==> src/rtl/write_pixels.sv <==
// write_pixels: TM1640-style two-wire serializer; turns one-byte write requests
// into start / LSB-first bytes / stop frames on sclk and din.
module write_pixels #(
   parameter int CLK_DIV = 6
) (
   input  logic       CLK,
   input  logic       RST,
   input  logic       valid,
   input  logic [7:0] pos,
   input  logic [7:0] value,
   output logic       sclk,
   output logic       din,
   output logic       busy
);
   localparam int CW = CLK_DIV > 1 ? $clog2(CLK_DIV) : 1;
   typedef enum logic [2:0] {IDLE, START, BIT_LO, BIT_HI, STOP0, STOP1, STOP2, GAP} state_t;
   state_t st_q, st_d;
   logic [CW-1:0] cnt_q, cnt_d;
   logic [7:0] pos_q, pos_d, val_q, val_d;
   logic [2:0] bit_q, bit_d;
   logic byt_q, byt_d, frm_q, frm_d;
   logic sclk_q, sclk_d, din_q, din_d, busy_q, busy_d;
   logic tick, addr, last;
   logic [7:0] cur;
   assign tick = cnt_q == CW'(CLK_DIV - 1);
   assign addr = pos_q != 8'hFF;
   // an addressed request sends 0x44 alone, then a second frame of pos and value
   assign last = !(addr && frm_q) || byt_q;
   assign cur  = !addr ? val_q : !frm_q ? 8'h44 : byt_q ? val_q : pos_q;
   assign sclk = sclk_q;
   assign din  = din_q;
   assign busy = busy_q;
   always_ff @(posedge CLK or posedge RST) begin
      if (RST) begin
         st_q   <= IDLE;
         cnt_q  <= '0;
         pos_q  <= 8'hFF;
         val_q  <= '0;
         bit_q  <= '0;
         byt_q  <= 1'b0;
         frm_q  <= 1'b0;
         sclk_q <= 1'b1;
         din_q  <= 1'b1;
         busy_q <= 1'b0;
      end else begin
         st_q   <= st_d;
         cnt_q  <= cnt_d;
         pos_q  <= pos_d;
         val_q  <= val_d;
         bit_q  <= bit_d;
         byt_q  <= byt_d;
         frm_q  <= frm_d;
         sclk_q <= sclk_d;
         din_q  <= din_d;
         busy_q <= busy_d;
      end
   end
   always_comb begin
      st_d   = st_q;
      cnt_d  = (st_q == IDLE || tick) ? '0 : cnt_q + 1'b1;
      pos_d  = pos_q;
      val_d  = val_q;
      bit_d  = bit_q;
      byt_d  = byt_q;
      frm_d  = frm_q;
      sclk_d = sclk_q;
      din_d  = din_q;
      busy_d = busy_q;
      if (st_q == IDLE) begin
         if (valid && !busy_q) begin
            st_d   = START;
            pos_d  = pos;
            val_d  = value;
            bit_d  = '0;
            byt_d  = 1'b0;
            frm_d  = 1'b0;
            busy_d = 1'b1;
         end
      end else if (tick) begin
         case (st_q)
            START: begin
               din_d = 1'b0;
               st_d  = BIT_LO;
            end
            BIT_LO: begin
               sclk_d = 1'b0;
               din_d  = cur[bit_q];
               st_d   = BIT_HI;
            end
            BIT_HI: begin
               sclk_d = 1'b1;
               bit_d  = bit_q + 3'd1;
               st_d   = (bit_q == 3'd7 && last) ? STOP0 : BIT_LO;
               if (bit_q == 3'd7) byt_d = !last;
            end
            STOP0: begin
               sclk_d = 1'b0;
               din_d  = 1'b0;
               st_d   = STOP1;
            end
            STOP1: begin
               sclk_d = 1'b1;
               st_d   = STOP2;
            end
            STOP2: begin
               din_d = 1'b1;
               st_d  = GAP;
            end
            GAP: begin
               if (addr && !frm_q) begin
                  frm_d = 1'b1;
                  byt_d = 1'b0;
                  st_d  = START;
               end else begin
                  st_d   = IDLE;
                  busy_d = 1'b0;
               end
            end
            default: st_d = IDLE;
         endcase
      end
   end
endmodule

==> config.mk <==
export PLATFORM = sky130hd
export DESIGN_NAME = write_pixels
export DESIGN_NICKNAME = d
export VERILOG_FILES = /design/src/rtl/write_pixels.sv
export SDC_FILE = /design/constraint.sdc
export NUM_CORES = 1
export LEC_CHECK = 0
export CAP_MARGIN = 0
export CORE_UTILIZATION = 35
export DETAILED_ROUTE_END_ITERATION = 8
export HOLD_SLACK_MARGIN = 0.05
export SKIP_LAST_GASP = 1
export SLEW_MARGIN = 20
export SYNTH_ARGS = -nofsm -noshare
export SYNTH_HDL_FRONTEND = slang
export SYNTH_SLANG_ARGS = --single-unit
==> constraint.sdc <==
create_clock -name CLK -period 1.8 [get_ports CLK]
set_input_delay 0.27 -clock CLK [delete_from_list [all_inputs] [get_ports CLK]]
set_output_delay 0.27 -clock CLK [all_outputs]
set_load 0.03 [all_outputs]
==> results of run 1 <==
-- cell usage after synthesis, types with 2 or more instances --
master     instances
nand2_1            8
nand3_1            5
and3_1             2
buf_2              5
a22o_1             2
mux2i_1            3
dfrtp_1           20
nor2b_1            3
a21o_1             2
o21ai_1            2
and4_1             2
a21oi_1            7
o21ai_0           10
nor2_1            15
o211ai_1           2
a211oi_1           3
nand4_1            3
inv_1              4
o21a_1             2
mux2_2            17
nand2b_1           2
ha_1               4
buf_6              2
dfstp_2           10
a2111oi_2          2
a21o_2             2
-- metal layers --
layer	track usage, %	up-vias	share of wire, %
li1	-	627	-
met3	4.27	7	3.7
met4	5.33	0	1.4
met5	0	-	0
met1	19.5	599	46
met2	24.6	23	49
-- kinds of logic after synthesis --
family	count (synthesis)	share of synthesized area, %
xor+xnor	1	0.524
compound gates	40	17.2
flops	30	45.7
buf+inv	13	5.01
simple gates	46	14.7
fa+ha+maj	4	2.99
mux	21	13.9
-- flip-flops by register name, summed over array words and instances, names as in the netlist --
name   count
bit_q      3
busy       1
byt_q      1
cnt_q      3
din        1
frm_q      1
pos_q      8
sclk       1
st_q       3
val_q      8
-- worst max-delay path by stage --
stage | start | end | slack (ps) | depth (start not counted)
after floorplan | cnt_q[1] | byt_q | 230 | 8
after global placement | cnt_q[1] | byt_q | 110 | 7
after detailed placement | cnt_q[1] | byt_q | 20 | 7
after CTS | din | din | 7 | 1
after global routing | cnt_q[1] | byt_q | -8 | 7
final | sclk | sclk | 60 | 1
-- power by group --
group	switching (mW)	internal (mW)	total, mW
clock network	0.265	0.411	0.676
registers	0	0.675	0.675
logic	0.0176	0.0355	0.0531
total	0.283	1.12	1.40
-- layout by cell type, fill, tap and decap left out, types with 3 or more instances in the layout --
master           count
a211oi_1             3
a21oi_1              7
buf_4               11
clkbuf_8             5
clkdlybuf4s50_1     20
dfrtp_1             19
dfstp_2             10
ha_1                 3
inv_1                4
mux2_2              17
mux2i_1              3
nand2_1              8
nand3_1              5
nand4_1              3
nor2_1              15
nor2b_1              3
o21ai_0             10
-- stage by stage --
step	hold slack, ps	util, %	setup TNS [ps]	cells	power (mW)
6_report	358	46.5	0	238	1.40
5_1_grt	397	46.5	-8.38	238	1.46
4_1_cts	366	46.4	0	238	1.42
3_5_place_dp	455	43.8	0	230	0.742
3_3_place_gp	456	43.8	0	230	0.741
2_1_floorplan	353	-	0	155	0.697
-- area by class of cell --
type,count,share of cell area (%)
Clock inverter,3,2.16
Timing Repair Buffer,32,14.2
Sequential cell,30,36.7
Tap cell,52,3.12
Inverter,4,0.721
Clock buffer,5,3.31
Multi-Input combinational cell,112,39.8
-- timing repair --
action / CTS / global route
cloned: 0 / 0
setup buffers: 0 / 0
endpoints found under the setup margin: 1 / 3
gates resized for setup: 1 / 3
==> results.ini, run 1 <==
[logic_synthesis]
ys_warn_count = 0
synth_enable_flop_cells = 0
syn_inst = 155
avgSynthCellArea_um2 = 10.8
synth_seq_area_share_pct = 45.7
synth_nets = 178
synthArstFlopShare_pct = 100
ys.flop_type = dfrtp_1
yosys-top-cells-area = dfrtp_1 (30%), dfstp_2 (16%), mux2_2 (11%), nor2_1 (3.4%), ha_1 (3.0%)
yosys.area.top_type = dfrtp_1
syn_area_um2 = 1670
synth.distinct_cells = 42
synth_top_area_share_pct = 29.9
ys_ff_latch = 30

[worst_setup_path]
worstPathMaxFanout = 2
path_cells = clkdlybuf4s50_1
cp.arrival_ps = 1470
worstPathRequired_ps = 1530
slowest_stage = clkdlybuf4s50_1
max_stage_delay_ps = 660
crit_type = reg -> out
critPathBufInv = 1
end_kind = primary output
critPathTopFamily = buffers and inverters
worst-r2r-setup-slack_ps = 100
reg2reg_from = cnt_q[1]
r2r_end = byt_q
worst-r2r-cell-count = 7
cp-start-kind = flop

[layout]
layout-drive-gt1-share_pct = 31.7
nNetsFinal = 208
design_area_um2 = 2080
nFillCells = 409
syn2layout_area_growth_pct = 24.6
antenna_cells = 0
multiInputGateArea_um2 = 828
layout.area.seq_um2 = 764

[clocking]
h-tree-depth = 2
cts_root_buffer = clkbuf_8
clk_pin_slew_worst_paths_ps = 70
insertion_delay_ps = 280
clk_path_buf_depth = 2
cts-buffers-inserted = 5
cts_tree = yes
cts.sinks = 30
cts_hold_buf = 0

[outcome]
status = completed

[routing]
via_count = 1256
antenna_left = 0
drc_errors = 0
wl_um = 3380
first_iter_violations = 54
dr.pass1.iters = 4
via_per_inst = 5.28
avgRoutedWirePerCell_um = 14.2

[floorplanning]
start_util_pct = 37.4
core_region_area_um2 = 4470
die_h_um = 71.1
num_rows = 24
pin_count = 22
die_x_um = 71.1
die_area_um2 = 5060

[sta]
finalHoldViolations = 0
fin_crit_sh_pct = 96.6
max_slew_margin_pct = 69.8
tightest_slew_ps = 453
drv_slew = 0
worst_slack_ps = 60.5
setup_violations = 0
fin_skew_ps = 5.60
clock.fmax_mhz = 575
finalCriticalPeriod_ps = 1740
rsz0062_at_grt = yes

[grt]
grt_pass1_wl_um = 5860
grt_max_degree = 31
antenna_found_initial = 0
globalRouteOverflowTotal = 0
grt_usage_pct = 15.2
grt_pass1_vias = 1230

[pwr]
p_per_area_nw_per_um2 = 675
leakagePower_nw = 0.897
ir_drop_mv = 0.395

[place]
dp_hpwl_um = 2550
gp_congestion = 0.912
port_buffers = 21
place_ws_ps = 23.4
dpl-instance-area_um2 = 1960

[min_path]
hp-class = in -> async

[run]
max_cap_violations = 0

No activity file was read; power rests on OpenSTA's default activity.
==> inputs of run 2 (changes only) <==
--- a/constraint.sdc
+++ b/constraint.sdc
@@ -3,2 +3,2 @@
 set_output_delay 0.27 -clock CLK [all_outputs]
-set_load 0.03 [all_outputs]
+set_load 0.02 [all_outputs]
==> run 2 against run 1 <==
Effect of this change:
- total power hardly changed
- largest power group unchanged
- global-route usage stayed put
- clock power hardly changed
- largest cell class unchanged
- highest routed layer unchanged
- wire length hardly changed
- register-to-register slack better by 30 ps
- setup slack better by 20 ps
- first-iteration DRC count is 1.9% higher
- count of clock-buffer cells in the layout stayed put
- fmax is 1.1% higher
==> results.ini, run 2 (synthesis gave the netlist of run 1 again) <==
[worst_setup_path]
critPathBufInv = 1
critPathTopFamily = buffers and inverters
max_stage_delay_ps = 600
worst-r2r-cell-count = 7
slowest_stage = clkdlybuf4s50_1
cp_num_cells = 1
crit_type = reg -> out
cp.arrival_ps = 1450
cp-start-kind = flop
worstPathMaxFanout = 4
path_cells = clkdlybuf4s50_1
worstPathRequired_ps = 1530
end_kind = primary output

[floorplanning]
num_rows = 24
die_x_um = 71.1
die_area_um2 = 5060
pin_count = 22
die_h_um = 71.1
core_region_area_um2 = 4470
start_util_pct = 37.4

[place]
post-place-cells = 230
port_buffers = 21
dpl-instance-area_um2 = 1960
gp_congestion = 0.912
place_ws_ps = 23.4
dp_hpwl_um = 2550

[routing]
drc_errors = 0
first_iter_violations = 55
via_per_inst = 5.28
wl_um = 3380
dr.pass1.iters = 4
avgRoutedWirePerCell_um = 14.2
antenna_left = 0
via_count = 1257

[clocking]
cts_hold_buf = 0
cts_setup_buffers = 0
cts_tree = yes
cts-buffers-inserted = 5
cts.sinks = 30
ctsResizeCount = 1
cts_root_buffer = clkbuf_8
insertion_delay_ps = 280
h-tree-depth = 2
clk_pin_slew_worst_paths_ps = 70
clk_path_buf_depth = 2

[layout]
final_common_cell = clkdlybuf4s50_1
layout-drive-gt1-share_pct = 31.7
nNetsFinal = 208
design_area_um2 = 2080
final_core_util_pct = 46.6
final_cell_mix = clkdlybuf4s50_1 (21), dfrtp_1 (19), mux2_2 (17), nor2_1 (15), buf_4 (11)
syn2layout_area_growth_pct = 24.6
finalNonFillerCells = 238
reg.largest.list = pos_q x8, val_q x8
antenna_cells = 0

[sta]
rsz0062_at_grt = no
setup_violations = 0
finalCriticalPeriod_ps = 1720
fin_crit_sh_pct = 95.5
tightest_slew_ps = 456
max_slew_margin_pct = 69.6
clock.fmax_mhz = 581
fin_tns_setup_ps = 0
worst_slack_ps = 80.2
finalHoldViolations = 0
hold-worst-slack_ps = 357
fin_skew_ps = 5.47
drv_slew = 0

[grt]
grt_max_degree = 31
globalRouteOverflowTotal = 0
grt_pass1_wl_um = 5860
antenna_found_initial = 0
grt_usage_pct = 15.2
grt_pass1_vias = 1230

[pwr]
ir_drop_mv = 0.395
p_per_area_nw_per_um2 = 674
leakagePower_nw = 0.877
design_power_total_mw = 1.41

[min_path]
hp-class = in -> async

[outcome]
status = completed

[run]
max_cap_violations = 0

-- run 2: power breakdown --
| part | leakage, nW | switching (mW) | internal (mW) |
|---|---|---|---|
| sequential | 0.351 | 0 | 0.675 |
| combinational | 0.476 | 0.0176 | 0.0355 |
| clock | 0.0504 | 0.266 | 0.411 |
-- run 2: final cells by class --
class	instances	area, µm²
sequential	30	764
clock buffer	5	68.8
fill	407	2390
tap	52	65.1
clock inverter	3	45.0
multi-input combinational	112	832
inverter	4	15.0
timing repair buffer	32	293
-- run 2: layer usage --
metal	track usage [%]	vias up	share of wire [%]	wire (µm)
met3	4.27	7	3.6	121
met5	0	-	0	0
met4	5.33	0	1.4	48
met2	24.6	23	49	1650
met1	19.5	599	46	1560
li1	-	628	-	-
-- run 2: final timing paths --
check / endpoint / start / slack, ps
min in group CLK: cnt_q[0] / cnt_q[0] / 470
hold reg to reg: cnt_q[0] / cnt_q[0] / 470
hold / removal: val_q[6] / RST / 360
setup reg to reg: byt_q / cnt_q[1] / 130
max in group asynchronous: sclk / RST / 1130
setup / recovery: din / din / 80
==> inputs of run 3 (changes only) <==
Settings changed: CORE_UTILIZATION 35 to 31, GPL_ROUTABILITY_DRIVEN set to 0.
==> run 3 against run 2 <==
Effect of this change:
- clock skew grew 4.5 ps
- die area grew 13%
- first-iteration DRC count shrank 1.8%
- sequential share of layout area grew 0.050 points
- critical endpoint unchanged
- largest cell class unchanged
==> results.ini, run 3 (synthesis gave the netlist of run 1 again) <==
[pwr]
leakagePower_nw = 0.881
p_per_area_nw_per_um2 = 595
power_frac_clock_pct = 41.0
p_switching_mw = 0.251
ir_drop_mv = 0.456
p_int_mw = 0.985
p_sw_share_pct = 20.3
comb_power_share_pct = 4.3
sequentialPowerShare_pct = 54.7

[worst_setup_path]
path_cells = clkdlybuf4s50_1
critPathBufInv = 1
end_kind = primary output
slowest_stage = clkdlybuf4s50_1
worstPathMaxFanout = 4
worstPathRequired_ps = 1530
crit_type = reg -> out
worst-r2r-setup-slack_ps = 140
cp-start-kind = flop
max_stage_delay_ps = 620
cp.arrival_ps = 1470
critPathTopFamily = buffers and inverters

[sta]
finalCriticalPeriod_ps = 1740
clock.fmax_mhz = 575
rsz0062_at_grt = no
fin_crit_sh_pct = 96.7
finalHoldViolations = 0
tightest_slew_ps = 452
setup_violations = 0
max_slew_margin_pct = 69.9
worst_slack_ps = 59.5
fin_skew_ps = 9.99
hold-worst-slack_ps = 358
fin_tns_setup_ps = 0
drv_slew = 0

[floorplanning]
die_h_um = 75.4
core_region_area_um2 = 5140
start_util_pct = 32.5
num_rows = 26
die_area_um2 = 5690
pin_count = 22
die_x_um = 75.4

[place]
dpl-instance-area_um2 = 1980
dp_hpwl_um = 2420
port_buffers = 21
place_ws_ps = 72.2

[layout]
design_area_um2 = 2080
nFillCells = 530
syn2layout_area_growth_pct = 24.3
final_common_cell = clkdlybuf4s50_1
final_cell_mix = clkdlybuf4s50_1 (21), dfrtp_1 (20), mux2_2 (17), nor2_1 (15), buf_4 (11)
layout-drive-gt1-share_pct = 30.6
reg.largest.list = pos_q x8, val_q x8
antenna_cells = 0
final_core_util_pct = 40.4
nNetsFinal = 208

[routing]
via_count = 1247
via_per_inst = 4.87
first_iter_violations = 54
antenna_left = 0
dr.pass1.iters = 4
avgRoutedWirePerCell_um = 12.4
drc_errors = 0
wl_um = 3190

[clocking]
clk_path_buf_depth = 2
h-tree-depth = 2
cts_setup_buffers = 0
cts_root_buffer = clkbuf_8
insertion_delay_ps = 280
cts_tree = yes
cts-buffers-inserted = 5
cts.sinks = 30
clk_pin_slew_worst_paths_ps = 60

[grt]
grt_usage_pct = 12.7
globalRouteOverflowTotal = 0
antenna_found_initial = 0
grt_pass1_vias = 1175
grt_max_degree = 31
grt_pass1_wl_um = 5320

[min_path]
hp-class = in -> async

[run]
max_cap_violations = 0

[outcome]
status = completed

## run 3: cell type report
class                   instances  area (µm²)  area share [%]
inverters                       4        15.0           0.723
well taps                      70        87.6            4.22
repair buffers                 32         293            14.1
multi-input cells             112         838            40.4
flip-flops and latches         30         763            36.7
clock buffers                   8        80.1            3.86
## run 3: repair_timing
| item | CTS | global route |
|---|---|---|
| hold buffers | 0 | 0 |
| gates resized for setup | 0 | 4 |
| setup endpoints to repair | 0 | 2 |
## run 3: final timing paths
kind | startpoint | end | depth (start not counted)
min | RST | byt_q | 3
max reg2reg | cnt_q[1] | byt_q | 7
max | din | din | 1
min in group CLK | cnt_q[0] | cnt_q[0] | 1
min reg2reg | cnt_q[0] | cnt_q[0] | 1
max in group asynchronous | RST | pos_q[1] | 3
## run 3: per-stage QoR
step / instances / power (mW)
6_report: 256 / 1.24
5_1_grt: 256 / 1.30
4_1_cts: 256 / 1.26
3_5_place_dp: 248 / 0.742
3_3_place_gp: 248 / 0.742
2_1_floorplan: 155 / 0.697
## run 3: tightest hold or removal path, stage by stage
cell             delay, ps
clkdlybuf4s50_1        390
inv_1                   50
buf_4                  330
## run 3: per-layer routing
metal / vias up / GRT usage [%] / routed length (µm)
met4: 0 / 4.32 / 30
li1: 625 / - / -
met3: 2 / 3.57 / 103
met5: - / 0 / 0
met1: 594 / 15.9 / 1470
met2: 26 / 21.3 / 1590
## run 3: power by group through the flow
| stage | registers, mW | clock network [mW] | logic [mW] |
|---|---|---|---|
| floorplan | 0.687 | 0 | 0.0102 |
| global placement | 0.687 | 0 | 0.0549 |
| detailed placement | 0.687 | 0 | 0.0548 |
| CTS | 0.676 | 0.525 | 0.0550 |
| global route | 0.675 | 0.563 | 0.0590 |
| finish | 0.676 | 0.507 | 0.0528 |
